--- config.mk ---
export PLATFORM = sky130hd
export DESIGN_NAME = apple_spawner
export DESIGN_NICKNAME = d
export VERILOG_FILES = /design/src/rtl/apple_spawner.sv
export SDC_FILE = /design/constraint.sdc
export NUM_CORES = 1
export LEC_CHECK = 0
export ABC_CLOCK_PERIOD_IN_PS = 4800
export BUFFER_PORTS_ARGS = -buffer_cell sky130_fd_sc_hd__buf_2
export CORE_MARGIN = 3
export CORE_UTILIZATION = 35
export DETAILED_ROUTE_END_ITERATION = 6
export PLACE_DENSITY = 0.54
export SKIP_LAST_GASP = 1
export SLEW_MARGIN = 20
export SYNTH_ARGS = -nofsm -noshare
export SYNTH_HDL_FRONTEND = slang
export SYNTH_SLANG_ARGS = --single-unit
--- constraint.sdc ---
create_clock -name clk -period 4.8 [get_ports clk]
set_input_delay 0.72 -clock clk [delete_from_list [all_inputs] [get_ports clk]]
set_output_delay 0.72 -clock clk [all_outputs]
set_load 0.01 [all_outputs]
--- src/rtl/apple_spawner.sv ---
// apple_spawner: places an apple on a pseudo-random free playfield cell,
// detects when the snake head reaches it, requests growth via add_cube,
// flags scan pixels inside the apple cell and counts eaten apples.
module apple_spawner #(
  parameter logic [15:0] LFSR_SEED = 16'hACE1,
  parameter int unsigned MAX_TRIES = 64,
  parameter int unsigned ADD_HOLD  = 4
) (
  input  logic       clk,
  input  logic       rst,
  input  logic [1:0] game_status,
  input  logic [5:0] head_x,
  input  logic [5:0] head_y,
  input  logic [9:0] x_pos,
  input  logic [9:0] y_pos,
  output logic [5:0] apple_x,
  output logic [5:0] apple_y,
  output logic       apple_valid,
  output logic       add_cube,
  output logic       apple_pixel,
  output logic [7:0] eat_count
);

  typedef enum logic [1:0] {
    S_IDLE,
    S_SPAWN,
    S_WAIT,
    S_EAT
  } state_t;

  localparam logic [5:0] TRIES_LAST = 6'(MAX_TRIES - 1);
  localparam logic [3:0] HOLD_INIT  = 4'(ADD_HOLD - 1);

  state_t      state;
  logic [15:0] lfsr;
  logic [5:0]  tries;
  logic [3:0]  hold_cnt;

  logic        is_play;
  logic        is_restart;
  logic [5:0]  cand_x;
  logic [5:0]  cand_y;
  logic        cand_ok;
  logic        head_on_apple;

  // Saturating increment for the eaten-apple counter.
  function automatic logic [7:0] sat_inc8(input logic [7:0] v);
    return (v == 8'hFF) ? v : v + 8'd1;
  endfunction

  // Next state of the x^16+x^14+x^13+x^11+1 Fibonacci LFSR.
  function automatic logic [15:0] lfsr_next(input logic [15:0] v);
    return {v[14:0], v[15] ^ v[13] ^ v[12] ^ v[10]};
  endfunction

  assign is_play       = (game_status == 2'b10);
  assign is_restart    = (game_status == 2'b00);
  assign cand_x        = lfsr[5:0];
  assign cand_y        = {1'b0, lfsr[12:8]};
  assign cand_ok       = (cand_x >= 6'd1) && (cand_x <= 6'd34) &&
                         (cand_y >= 6'd1) && (cand_y <= 6'd24) &&
                         !((cand_x == head_x) && (cand_y == head_y));
  assign head_on_apple = (head_x == apple_x) && (head_y == apple_y);

  // Free-running LFSR; only rst reseeds it, game status never stalls it.
  always_ff @(posedge clk) begin
    if (rst) lfsr <= LFSR_SEED;
    else     lfsr <= lfsr_next(lfsr);
  end

  // Spawn / wait / eat controller with registered outputs.
  always_ff @(posedge clk) begin
    if (rst || is_restart) begin
      state       <= S_IDLE;
      apple_x     <= 6'd0;
      apple_y     <= 6'd0;
      apple_valid <= 1'b0;
      add_cube    <= 1'b0;
      eat_count   <= 8'd0;
      tries       <= 6'd0;
      hold_cnt    <= 4'd0;
    end else begin
      case (state)
        S_IDLE: begin
          apple_x     <= 6'd0;
          apple_y     <= 6'd0;
          apple_valid <= 1'b0;
          add_cube    <= 1'b0;
          eat_count   <= 8'd0;
          if (is_play) begin
            state <= S_SPAWN;
            tries <= 6'd0;
          end
        end
        S_SPAWN: begin
          if (is_play) begin
            if (cand_ok) begin
              apple_x     <= cand_x;
              apple_y     <= cand_y;
              apple_valid <= 1'b1;
              state       <= S_WAIT;
            end else if (tries == TRIES_LAST) begin
              // Mirror of the head cell: always inside the field, never the head.
              apple_x     <= 6'd35 - head_x;
              apple_y     <= 6'd25 - head_y;
              apple_valid <= 1'b1;
              state       <= S_WAIT;
            end else begin
              tries <= tries + 6'd1;
            end
          end
        end
        S_WAIT: begin
          if (is_play && head_on_apple) begin
            add_cube    <= 1'b1;
            apple_valid <= 1'b0;
            eat_count   <= sat_inc8(eat_count);
            hold_cnt    <= HOLD_INIT;
            state       <= S_EAT;
          end
        end
        S_EAT: begin
          // Runs to completion even when frozen so the grow pulse is never cut short.
          if (hold_cnt == 4'd0) begin
            add_cube <= 1'b0;
            tries    <= 6'd0;
            state    <= S_SPAWN;
          end else begin
            hold_cnt <= hold_cnt - 4'd1;
          end
        end
        default: state <= S_IDLE;
      endcase
    end
  end

  assign apple_pixel = apple_valid &&
                       (x_pos < 10'd640) && (y_pos < 10'd480) &&
                       (x_pos[9:4] == apple_x) && (y_pos[9:4] == apple_y);

endmodule

==> flow_summary.ini, run 1 <==
[grt]
grt_pass1_vias = 2436
antenna_found_initial = 0
grt_max_degree = 19
grt_pass1_wl_mm = 12.1
track_usage_pct = 15.2
grt_overflow = 0

[critical_path]
critPathTopFamily = simple AND/OR/NAND/NOR gates
cp_num_buf_inv = 1
cp-start-kind = primary input
path_class = primary input to flop
r2r-end = eat_count[3]
slowest_stage = o21ai_1
critPathMostFrequentCell = o21ai_1
cp_cell_sequence = buf_2 -> xor2_1 -> nor4_1 -> nand4_1 -> o21ai_1 -> or4b_1 -> o21ai_1
end_kind = flop
worstPathRequired_ns = 5.04
cpPeakStageDelay_ns = 0.79
worstPathArrival_ns = 3.19
r2r_start = apple_x[3]
cp_max_fo = 12
reg2reg_depth = 6
reg2reg_slack_ns = 2.01

[timing]
tns_ns = 0
fin_skew_ns = 0.0120
fin_crit_ns = 2.95
rsz0062_at_grt = no
slew_headroom_pct = 42.6
post-route-period-util_pct = 61.4
setup_viol = 0
hold_viol_final = 0
slew_viol_final = 0
worstMarginPinSlew_ns = 0.861
max_freq_ghz = 0.339

[final_layout]
multi_input_area_um2 = 1850
antenna_cells = 0
nNetsFinal = 440
fillers = 808
synthToLayoutAreaGrowth_pct = 14.2
regArea_um2 = 1000
drive_gt1_share_pct = 19.1

[clock_tree]
cts_buffer_depth = 2
root_buffer = clkbuf_8
cts.clk_slew.worst_paths_ns = 0.09
htreeDepth = 2
cts-resized-gates = 0
cts_setup_buffers = 0
cts_made_buffers = 5
clock_sinks = 50
cts_hold_buf = 0
clock_latency_ns = 0.30
cts_tree = built

[placed_design]
gp_congestion = 0.816
dpl.hpwl_mm = 5.69
port_buffers = 50

[hold_path]
worstHoldStart = lfsr[6]
hp-class = flop to flop
whs_path_depth = 1
min_to = lfsr[7]

[detailed_routing]
viasPerCell = 5.42
routed_wl_mm = 7.43
vias = 2677
drt_iter0_drc = 129
antenna_left = 0
wire_per_inst_um = 15.0
first_pass_iters = 5
drc = 0

[pwr]
ir_worst_vdd_uv = 118
p_leak_nw = 1.42
powerDensity_nw_per_um2 = 263
p_total_w = 0.000884

[synthesis]
async_flop_share_pct = 0
ys_types = 50
ys_ff_latch = 50
synth_top_flop_cell = dfxtp_1
syn_inst = 344
synth-seq-area-share_pct = 34.0
yosysWarnings = 0
synth.net_count = 392
synth_edf_count = 0
synth_area_per_cell_um2 = 8.56
syn_area_um2 = 2950

[die]
die_h_um = 97.7
fp.dieW_um = 97.7
start_util_pct = 37.2
pin_count = 59
num_rows = 32
core_area_um2 = 7930
die_area_um2 = 9550

[job]
drv.max_cap_violation_count = 0

[outcome]
status = completed
-- cell families after synthesis --
group	count (synthesis)	synth area share (%)
fa+ha+maj	12	5.10
flops	50	34.0
mux	9	3.14
buf+inv	22	3.10
xor+xnor	42	12.5
compound gates	69	17.5
simple gates	140	24.7
-- synthesized netlist by cell type, drive strengths merged (8+ instances only) --
library cell	number	area, µm²
ha	12	150
clkbuf	8	30.0
o21ai	14	73.8
inv	12	45.0
nor2b	11	68.8
nand4	8	50.1
xor2	36	315
dfxtp	50	1000
a21oi	10	50.1
nand2	28	121
nand3	17	85.1
nor2	29	109
nor3	9	45.0
or2	11	68.8
-- area by class of cell --
class	instances	share of cell area [%]
flip-flops and latches	50	29.8
multi-input cells	272	55.1
well taps	102	3.79
inverters	12	1.34
repair buffers	51	7.66
clock inverters	1	0.223
clock buffers	6	2.16
-- sequential cells by signal, indices dropped and copies added (netlist names) --
| signal | count |
|---|---|
| tries | 6 |
| apple_x | 6 |
| apple_y | 6 |
| add_cube | 1 |
| lfsr | 16 |
| state | 2 |
| eat_count | 8 |
| hold_cnt | 4 |
| apple_valid | 1 |
-- layer usage --
| metal | track usage (%) | vias up | wire [µm] | share of wire, % |
|---|---|---|---|---|
| met4 | 4.37 | 0 | 100 | 1.3 |
| met3 | 2.79 | 10 | 323 | 4.3 |
| met1 | 21.6 | 1268 | 3600 | 48 |
| met5 | 0 | - | 0 | 0 |
| met2 | 23.7 | 65 | 3400 | 46 |
| li1 | - | 1334 | - | - |
-- placed cells by master, fill, tap and decap left out, types with 3 or more instances in the layout --
master,n
a211oi_1,7
a21oi_1,10
a22o_1,7
a31o_2,3
a31oi_1,6
a32o_1,4
and3_1,3
buf_2,50
clkbuf_8,5
dfxtp_1,50
ha_1,12
inv_1,11
mux2i_1,7
nand2_1,27
nand2b_1,7
nand3_1,17
nand4_1,8
nor2_1,29
nor2b_1,11
nor3_1,9
nor4_1,7
o211ai_1,4
o21ai_0,8
o21ai_1,5
or2_2,10
or3_1,4
xnor2_1,6
xor2_1,36
-- where the power goes --
part / leakage (nW) / total (W) / internal, W / switching [W]
clock network: 0.0373 / 0.000233 / 0.000100 / 0.000133
logic: 0.979 / 0.000203 / 0.0000762 / 0.000126
registers: 0.408 / 0.000448 / 0.000429 / 0.0000191
total: 1.42 / 0.000884 / 0.000605 / 0.000278
-- metrics by stage --
stage	utilization, %	instance area, µm²	worst slack [ns]	hold slack [ns]	std cells
2_1_floorplan	-	2950	2.48	0.389	344
4_1_cts	42.4	3360	1.81	0.423	494
3_5_place_dp	41.4	3280	1.49	0.399	487
5_1_grt	42.4	3360	1.56	0.438	494
3_3_place_gp	41.4	3280	1.48	0.394	487
6_report	42.4	3360	1.85	0.416	494
-- worst max-delay path by stage --
stage / from / end / slack [ns] / depth (start not counted)
final: head_x[3] / eat_count[3] / 1.85 / 7
after global routing: head_x[3] / eat_count[3] / 1.56 / 7
after CTS: head_x[3] / eat_count[3] / 1.81 / 7
after detailed placement: head_x[3] / eat_count[3] / 1.49 / 7
after global placement: head_x[3] / eat_count[3] / 1.48 / 7
after floorplan: head_x[1] / apple_y[4] / 2.48 / 6
Power figures use the tool's default switching activity.
==> run 2, diff against run 1 <==
ABC_AREA = 1   (was unset)
ABC_CLOCK_PERIOD_IN_PS = 2400   (was 4800)
PLACE_DENSITY = 0.56   (was 0.54)
clock period = 2.4 ns   (was 4.8 ns; I/O delays follow)
==> run 2 against run 1 <==
  * Worst hold slack got worse by 0.051 ns
  * Critical path depth rose by 4
  * Largest cell class unchanged
  * Via count up 15%
  * Non-clock buffer count is 2 higher
  * Core utilization is 0.31 points higher
  * Routed wire length grew 9.1%
  * Sequential share of layout area fell by 2.1 points
  * Synthesized cell count grew 40%
  * First-iteration DRC count is 29% higher
  * Total power grew to 3.4 times the previous value
  * Combinational power increased to 6.7 times the previous value
  * Die area rose by 6.5%
==> flow_summary.ini, run 2 <==
[detailed_routing]
first_pass_iters = 4
wire_per_inst_um = 12.6
vias = 3078
viasPerCell = 4.80
drc = 0
drt_iter0_drc = 166
antenna_left = 0
routed_wl_mm = 8.10

[pwr]
p_leak_nw = 1.73
powerDensity_nw_per_um2 = 842
ir_worst_vdd_uv = 489
p_total_w = 0.00305

[synthesis]
async_flop_share_pct = 0
synth_area_per_cell_um2 = 6.53
ys_types = 37
synth_top_area_share_pct = 31.8
synthTopCellsByCount = 145 x nand2_1, 63 x nor2_1, 53 x inv_1, 50 x dfxtp_1, 37 x nand3_1
yosysWarnings = 0
synth.net_count = 530
synth_top_flop_cell = dfxtp_1
netlist_top_cells_area = dfxtp_1 32%, nand2_1 17%, nor2_1 7.5%
synth-seq-area-share_pct = 31.8
yosys.area.top_type = dfxtp_1
yosysMostFrequentCell = nand2_1
syn_inst = 482
syn_area_um2 = 3150
synth_edf_count = 0
ys_ff_latch = 50

[grt]
antenna_found_initial = 0
grt_pass1_vias = 2893
grt_max_degree = 20
grt_overflow = 0
grt_pass1_wl_mm = 13.4
track_usage_pct = 16.3

[timing]
tns_ns = 0
setup_viol = 0
fin_crit_ns = 2.07
post-route-period-util_pct = 86.1
slew_viol_final = 0
max_freq_ghz = 0.484
rsz0062_at_grt = no
slew_headroom_pct = 73.8
hold_viol_final = 0
fin_skew_ns = 0.00704
worstMarginPinSlew_ns = 0.389

[critical_path]
critPathTopFamily = simple AND/OR/NAND/NOR gates
cpPeakStageDelay_ns = 0.33
end_kind = flop
cp_cell_sequence = inv_1 -> ha_1 -> nand2_1 -> o21ai_0 -> o21ai_0 -> nor3_1 -> nand3_1 -> nand2_2 -> nand3_1 -> nand2_1 -> nor2_1
cp-start-kind = flop
cp_max_fo = 6
cp_num_buf_inv = 1
slowest_stage = dfxtp_1
worstPathRequired_ns = 2.61
path_class = flop to flop
worstPathArrival_ns = 2.28

[clock_tree]
htreeDepth = 2
cts_made_buffers = 5
cts_buffer_depth = 2
cts-resized-gates = 0
root_buffer = clkbuf_8
cts_tree = built
cts_setup_buffers = 0
cts.clk_slew.worst_paths_ns = 0.10
clock_latency_ns = 0.31
clock_sinks = 50
cts_hold_buf = 0

[final_layout]
reg_top3 = lfsr (16), eat_count (8)
drive_gt1_share_pct = 17.5
fin_cells = 641
nNetsFinal = 583
final_area_um2 = 3620
regMostFlops = lfsr
synthToLayoutAreaGrowth_pct = 14.9
largest_register_ffs = 16
final_util_pct = 42.7
final_common_cell = nand2_1
antenna_cells = 0
mostFrequentLayoutCells = 145 x nand2_1, 63 x nor2_1, 53 x inv_1

[placed_design]
dpl.hpwl_mm = 6.39
gp_congestion = 0.861
port_buffers = 50
dp_cells = 633
place_area_um2 = 3510

[die]
die_area_um2 = 10200
num_rows = 33
start_util_pct = 37.2
core_area_um2 = 8460
die_h_um = 101
pin_count = 59
fp.dieW_um = 101

[job]
drv.max_cap_violation_count = 0

[hold_path]
hp-class = primary input to flop

[outcome]
status = completed
run 2: changes by cell type after synthesis, moves of 8 or more:
cell / change
nand2_2: +8
nand3_1: +20
nor2_1: +34
o21ai_0: +12
nand2_1: +118
inv_1: +42
a21oi_1: +14
nor2b_1: -11
xor2_1: -27
run 2: cell type report:
class / count / area (µm²)
sequential: 50 / 1000
fill: 910 / 4850
timing repair buffer: 53 / 273
clock inverter: 3 / 43.8
clock buffer: 5 / 68.8
multi-input combinational: 364 / 1870
tap: 105 / 131
inverter: 61 / 229
run 2: path summary, 6_finish.rpt:
check,start,to,slack (ns),cells after the start
worst min register to register,lfsr[7],lfsr[8],0.41,2
worst max-delay path,hold_cnt[0],tries[5],0.33,11
worst min-delay path,rst,lfsr[8],0.37,2
worst max register to register,hold_cnt[0],tries[5],0.33,11
run 2: logic make-up after synthesis:
| logic type | share of synthesized area, % |
|---|---|
| and+or+nand+nor | 38.1 |
| DFF | 31.8 |
| AOI/OAI and AO/OA | 11.6 |
| xor gates and xnor gates | 5.01 |
| buffers and inverters | 8.74 |
| adders and majority gates | 4.77 |
run 2: per-stage QoR:
step | hold slack [ns] | setup slack [ns]
after floorplan | 0.388 | 0.615
after global placement | 0.393 | 0.427
after detailed placement | 0.396 | 0.385
after CTS | 0.358 | 0.332
after global routing | 0.374 | 0.0504
final | 0.365 | 0.333
run 2: where the power goes:
| part | switching, W | total (W) | leakage [nW] | internal [W] |
|---|---|---|---|---|
| sequential | 0.000112 | 0.00107 | 0.409 | 0.000961 |
| clock | 0.000297 | 0.000610 | 0.0585 | 0.000313 |
| combinational | 0.000906 | 0.00136 | 1.26 | 0.000458 |
| total | 0.00131 | 0.00305 | 1.73 | 0.00173 |
run 2: worst reg2reg max path, delay by kind of cell (launching register included):
family / cells / cell delay, ns
AND/OR/NAND/NOR: 7 / 0.86
buffers and inverters: 1 / 0.09
flip-flops: 1 / 0.33
adder cells (fa/ha/maj): 1 / 0.18
AO/OA/AOI/OAI: 2 / 0.52
run 2: metal layers:
metal | vias to the layer above | GRT usage, % | routed length, µm
met3 | 6 | 2.35 | 430
met1 | 1373 | 24.1 | 4160
met4 | 0 | 3.63 | 71
li1 | 1624 | - | -
met5 | - | 0 | 0
met2 | 75 | 24.9 | 3440
